==> config.mk <==
export PLATFORM = sky130hd
export DESIGN_NAME = tmr_input_voter
export DESIGN_NICKNAME = d
export VERILOG_FILES = /design/src/rtl/tmr_input_voter.sv
export SDC_FILE = /design/constraint.sdc
export NUM_CORES = 1
export LEC_CHECK = 0
export BUFFER_PORTS_ARGS = -buffer_cell sky130_fd_sc_hd__buf_4
export CORE_ASPECT_RATIO = 2
export CORE_UTILIZATION = 45
export DETAILED_ROUTE_END_ITERATION = 6
export PLACE_DENSITY = 0.68
export SLEW_MARGIN = 30
export SYNTH_ARGS = -nofsm -noshare
export SYNTH_HDL_FRONTEND = slang
export SYNTH_SLANG_ARGS = --single-unit
==> constraint.sdc <==
create_clock -name clk -period 4.3 [get_ports clk]
set_clock_uncertainty 0.1 [all_clocks]
set_input_delay 0.215 -clock clk [delete_from_list [all_inputs] [get_ports clk]]
set_output_delay 0.215 -clock clk [all_outputs]
set_load 0.01 [all_outputs]
==> src/rtl/tmr_input_voter.sv <==
// tmr_input_voter
// Votes three redundant, asynchronous reset-release copies into one reset.
// Each lane is synchronized, a 2-of-3 majority drives voted_resetn, and a lane
// that disagrees with the majority for PERSIST consecutive cycles is latched
// as faulty. Two or more faulty lanes put the voter into FAILED, where the
// voted reset is held asserted (0) as the safe state.
//
// Ports
//   clk          system clock, all state on the rising edge
//   rst_n        asynchronous active-low reset
//   lane_in      three redundant resetn copies (asynchronous to clk)
//   fault_clr    synchronous pulse clearing flags, run counters and fault_count
//   voted_resetn registered majority, forced 0 in FAILED
//   disagreement registered "synchronized lanes not all equal"
//   fault_flags  sticky per-lane fault flags (bit i = lane i)
//   fault_count  saturating number of flag assertions since reset/clear
//   voter_state  00 NORMAL, 01 DEGRADED, 10 FAILED
module tmr_input_voter #(
  parameter int SYNC_STAGES = 2,
  parameter int PERSIST     = 4,
  parameter int CNT_W       = 8
) (
  input  logic             clk,
  input  logic             rst_n,
  input  logic [2:0]       lane_in,
  input  logic             fault_clr,
  output logic             voted_resetn,
  output logic             disagreement,
  output logic [2:0]       fault_flags,
  output logic [CNT_W-1:0] fault_count,
  output logic [1:0]       voter_state
);

  typedef enum logic [1:0] {
    ST_NORMAL   = 2'b00,
    ST_DEGRADED = 2'b01,
    ST_FAILED   = 2'b10
  } state_e;

  // Run counters are sized for the largest legal PERSIST (255).
  localparam int                MC_W       = 8;
  localparam logic [MC_W-1:0]   PERSIST_C  = MC_W'(PERSIST);
  localparam logic [MC_W-1:0]   PERSIST_M1 = MC_W'(PERSIST - 1);
  localparam logic [CNT_W-1:0]  CNT_MAX    = {CNT_W{1'b1}};

  // Number of set bits in a 3-bit vector.
  function automatic logic [1:0] pop3(input logic [2:0] v);
    return {1'b0, v[0]} + {1'b0, v[1]} + {1'b0, v[2]};
  endfunction

  logic [2:0]       sync_r [SYNC_STAGES];
  logic [MC_W-1:0]  mc_r [3];
  logic [MC_W-1:0]  mc_next_s [3];
  logic [2:0]       lanes_s;
  logic             maj_s;
  logic             disagree_s;
  logic [2:0]       mismatch_s;
  logic [2:0]       flags_next_s;
  logic [2:0]       rise_s;
  logic [CNT_W+1:0] sum_s;
  logic [CNT_W-1:0] count_next_s;
  state_e           state_next_s;
  logic             voted_r;
  logic             disagree_r;
  logic [2:0]       flags_r;
  logic [CNT_W-1:0] count_r;
  state_e           state_r;

  // Per-lane synchronizer chains; stage 0 captures the asynchronous inputs.
  always_ff @(posedge clk or negedge rst_n) begin
    if (!rst_n) begin
      for (int k = 0; k < SYNC_STAGES; k++) begin
        sync_r[k] <= 3'b000;
      end
    end else begin
      sync_r[0] <= lane_in;
      for (int k = 1; k < SYNC_STAGES; k++) begin
        sync_r[k] <= sync_r[k-1];
      end
    end
  end

  assign lanes_s = sync_r[SYNC_STAGES-1];

  // Majority, disagreement and next-state of the fault tracking.
  always_comb begin
    maj_s      = (lanes_s[0] & lanes_s[1]) | (lanes_s[0] & lanes_s[2]) |
                 (lanes_s[1] & lanes_s[2]);
    disagree_s = (lanes_s[0] != lanes_s[1]) | (lanes_s[1] != lanes_s[2]);
    mismatch_s = lanes_s ^ {3{maj_s}};
    flags_next_s = flags_r;
    for (int i = 0; i < 3; i++) begin
      mc_next_s[i] = {MC_W{1'b0}};
      if (fault_clr) begin
        mc_next_s[i] = {MC_W{1'b0}};
      end else if (mismatch_s[i]) begin
        // The PERSIST-th consecutive mismatch latches the flag; the counter
        // parks at PERSIST so a long run cannot trigger again.
        if (mc_r[i] == PERSIST_M1) begin
          flags_next_s[i] = 1'b1;
        end else begin
          flags_next_s[i] = flags_r[i];
        end
        if (mc_r[i] == PERSIST_C) begin
          mc_next_s[i] = PERSIST_C;
        end else begin
          mc_next_s[i] = mc_r[i] + {{(MC_W-1){1'b0}}, 1'b1};
        end
      end else begin
        mc_next_s[i] = {MC_W{1'b0}};
      end
    end
    if (fault_clr) begin
      flags_next_s = 3'b000;
    end else begin
      flags_next_s = flags_next_s;
    end
    rise_s = flags_next_s & ~flags_r;
    sum_s  = {2'b00, count_r} + {{CNT_W{1'b0}}, pop3(rise_s)};
    if (fault_clr) begin
      count_next_s = {CNT_W{1'b0}};
    end else if (sum_s > {2'b00, CNT_MAX}) begin
      count_next_s = CNT_MAX;
    end else begin
      count_next_s = sum_s[CNT_W-1:0];
    end
    case (pop3(flags_next_s))
      2'd0:    state_next_s = ST_NORMAL;
      2'd1:    state_next_s = ST_DEGRADED;
      default: state_next_s = ST_FAILED;
    endcase
  end

  // Run counters per lane.
  always_ff @(posedge clk or negedge rst_n) begin
    if (!rst_n) begin
      for (int i = 0; i < 3; i++) begin
        mc_r[i] <= {MC_W{1'b0}};
      end
    end else begin
      for (int i = 0; i < 3; i++) begin
        mc_r[i] <= mc_next_s[i];
      end
    end
  end

  // Output registers; the voted reset uses the state being entered so that
  // it drops on the same edge the voter becomes FAILED.
  always_ff @(posedge clk or negedge rst_n) begin
    if (!rst_n) begin
      voted_r    <= 1'b0;
      disagree_r <= 1'b0;
      flags_r    <= 3'b000;
      count_r    <= {CNT_W{1'b0}};
      state_r    <= ST_NORMAL;
    end else begin
      voted_r    <= maj_s & (state_next_s != ST_FAILED);
      disagree_r <= disagree_s;
      flags_r    <= flags_next_s;
      count_r    <= count_next_s;
      state_r    <= state_next_s;
    end
  end

  assign voted_resetn = voted_r;
  assign disagreement = disagree_r;
  assign fault_flags  = flags_r;
  assign fault_count  = count_r;
  assign voter_state  = state_r;

endmodule
==> results.toml <==
[yosys]
synth_area_leader_cell = "dfrtp_1"
synth.cell_area_um2 = 2280
netlist_top_cells_count = "45 x dfrtp_1, 16 x inv_1, 12 x a21oi_1, 12 x o21ai_0, 11 x nor2_1"
synth.distinct_cells = 46
syn_nets = 231
ys.flop_type = "dfrtp_1"
synthArstFlopShare_pct = 100
avgSynthCellArea_um2 = 10.8
synth_top_area_share_pct = 49.4
synthTopCellsByArea = "dfrtp_1 49%, ha_1 5.5%, a21oi_1 2.6%, fa_1 2.6%, o21ai_0 2.6%"
synth-seq-cells = 45
ys_seq_area_share_pct = 49.4
synth_edf_count = 0
yosysMostFrequentCell = "dfrtp_1"
synth_cells = 212
ys_warn_count = 0

[power_and_ir_drop]
pwr-share-clk_pct = 34.6
sw_frac_of_total_pct = 22.5
internal_power_w = 0.000579
p_comb_share_pct = 6.8
peakVddDrop_mv = 0.201
leakage_nw = 1.13
p_switching_w = 0.000168
finalPower_w = 0.000747
power_frac_seq_pct = 58.6
power_density_nw_per_um2 = 284

[die]
fp.coreArea_um2 = 4860
row_count = 36
ios = 21
die_w_um = 52.3
dieArea_um2 = 5370
die_y_um = 103
start_util_pct = 46.9

[grt]
grt_pass1_wl_mm = 7.25
first_global_vias = 1706
grt_usage_pct = 17.9
gr-total-overflow = 0
antenna_found_initial = 0
grt_max_degree = 46

[placement]
placed_cells = 287
hpwl_mm = 3.27
routabilityCongestion = 0.935
port_buffers = 20

[routing]
first_pass_iters = 4
drcViolationCount = 0
wl_per_cell_um = 14.8
detail-route-antenna-nets = 0
num_vias = 1756
viasPerCell = 5.89
drt_iter0_drc = 21
wl_mm = 4.41

[clocking]
clock_latency_ns = 0.28
ctsRootBufferMaster = "clkbuf_8"
post_cts_resized = 0
cts_sinks = 45
cts_tree = "yes"
cts_made_buffers = 5
ctsLongestPathBuffers = 2
ctsHtreeMaxLevel = 2
path_clk_slew_ns = 0.08

[critical_path]
crit_required_ns = 4.41
crit_top_cell = "fa_1"
rr_endpoint = "fault_count[1]$_DFF_PN0_"
worst_setup_path_start_kind = "flop"
cpPeakStageDelay_ns = 0.73
r2r_slack_ns = 0.69
critPathCaptureType = "flop"
crit_path_max_fanout = 5
path_cells = "or4_4 > or4b_4 > nor3_2 > fa_1 > ha_1 > inv_1 > fa_1 > or4b_2 > a21oi_1"
path_class = "reg -> reg"
slowest_stage = "or4b_2"
r2r-start = "mc_r[3]$_DFF_PN0_"
r2r_cells = 9
arrival_ns = 3.72

[hold_path]
hp-class = "in -> reg"
worstHoldStart = "fault_clr"
hold_path_end = "fault_count[2]$_DFF_PN0_"
min_path_cells = 2

[sta]
tightest_slew_ns = 0.887
finalSetupViolations = 0
min_period_over_period_pct = 84.1
relSlewSlack_pct = 39.1
hold_viol = 0
finalSetupTns_ns = 0
fmax_ghz = 0.277
slew_violations = 0
finalCriticalPeriod_ns = 3.61
grt_setup_unrepaired = "no"

[run_status]
outcome = "completed"

[cells_and_area]
seqCellArea_um2 = 1130
nNetsFinal = 260
layout-drive-gt1-share_pct = 17.4
final_cells = 298
area_growth_syn_to_layout_pct = 15.2
multi_input_area_um2 = 1080
diodes = 0
fill_cells = 451

[job]
maxCapViolations = 0
layout by cell type, fill, tap and decap left out, drive strengths merged, types with 3 or more instances in the layout:
cell type	instances
dfrtp	45
buf	22
inv	16
o21ai	12
a21oi	12
nor2	11
nor3	11
nand3	10
ha	10
nand2	8
a211oi	8
or3	7
clkbuf	7
xor2	4
o31ai	4
dlygate4sd3	4
or4	4
a2bb2oi	3
nor2b	3
fa	3
or4b	3
o2bb2ai	3
logic make-up after synthesis:
| logic type | Yosys count | synth area share [%] |
|---|---|---|
| XOR/XNOR | 4 | 1.54 |
| multiplexers | 1 | 0.439 |
| adder cells (fa/ha/maj) | 13 | 8.12 |
| AND/OR/NAND/NOR | 76 | 20.9 |
| flip-flops | 45 | 49.4 |
| buffers and inverters | 20 | 3.29 |
| AO/OA/AOI/OAI | 53 | 16.3 |
flip-flops by register name, indices dropped and copies added (netlist names):
register / cells
mc_r: 24
voter_state: 2
fault_flags: 3
voted_resetn: 1
fault_count: 8
sync_r: 3
disagreement: 1
lanes_s: 3
power groups by stage:
| stage | Combinational (W) | Clock (W) | Sequential, W |
|---|---|---|---|
| final | 0.0000510 | 0.000258 | 0.000438 |
| after detailed placement | 0.0000495 | 0 | 0.000447 |
| after CTS | 0.0000524 | 0.000267 | 0.000438 |
| after global placement | 0.0000489 | 0 | 0.000446 |
| after floorplan | 0.0000260 | 0 | 0.000446 |
| after global routing | 0.0000589 | 0.000284 | 0.000440 |
worst max-delay path by stage:
stage / from / to / slack, ns / cells past startpoint
floorplan: lanes_s[1]$_DFF_PN0_ / fault_count[0]$_DFF_PN0_ / 0.73 / 11
global placement: lanes_s[1]$_DFF_PN0_ / fault_count[0]$_DFF_PN0_ / 0.76 / 11
detailed placement: mc_r[3]$_DFF_PN0_ / fault_count[1]$_DFF_PN0_ / 0.70 / 9
CTS: mc_r[3]$_DFF_PN0_ / fault_count[1]$_DFF_PN0_ / 0.68 / 9
global route: lanes_s[1]$_DFF_PN0_ / fault_count[1]$_DFF_PN0_ / 0.52 / 11
finish: mc_r[3]$_DFF_PN0_ / fault_count[1]$_DFF_PN0_ / 0.69 / 9
worst max-delay path, delay by kind of cell (launching register included):
kind / cells / cell delay, ns
AND/OR/NAND/NOR: 4 / 1.98
adder cells (fa/ha/maj): 3 / 0.81
flip-flops: 1 / 0.42
AO/OA/AOI/OAI: 1 / 0.18
buffers and inverters: 1 / 0.06
cell type report:
cell class              count  area share, %
well taps                  57           2.71
clock buffers               7           3.28
repair buffers             26           7.81
flip-flops and latches     45           42.8
inverters                  16           2.28
multi-input cells         147           41.1
stage by stage:
step	area [um^2]	hold WS, ns	setup WS, ns	util [%]
after floorplan	2280	-0.181	0.727	-
after global placement	2500	0.146	0.759	51.4
after detailed placement	2500	0.145	0.704	51.4
after CTS	2630	0.0578	0.676	54.0
after global routing	2630	0.0639	0.520	54.0
final	2630	0.0656	0.686	54.0
layer usage:
layer	GRT usage [%]	vias to the layer above	wire (um)
met4	7.49	0	99
met3	2.95	11	105
met2	34.0	32	2460
met5	0	-	0
met1	18.5	868	1740
li1	-	845	-
timing repair:
| item | in CTS | in global routing |
|---|---|---|
| setup endpoints to repair | 0 | 0 |
| hold buffers | 4 | 0 |
| hold endpoints to repair | 48 | 0 |
| buffers inserted | 0 | 0 |
Note: power is estimated with default switching activity, not from simulation.
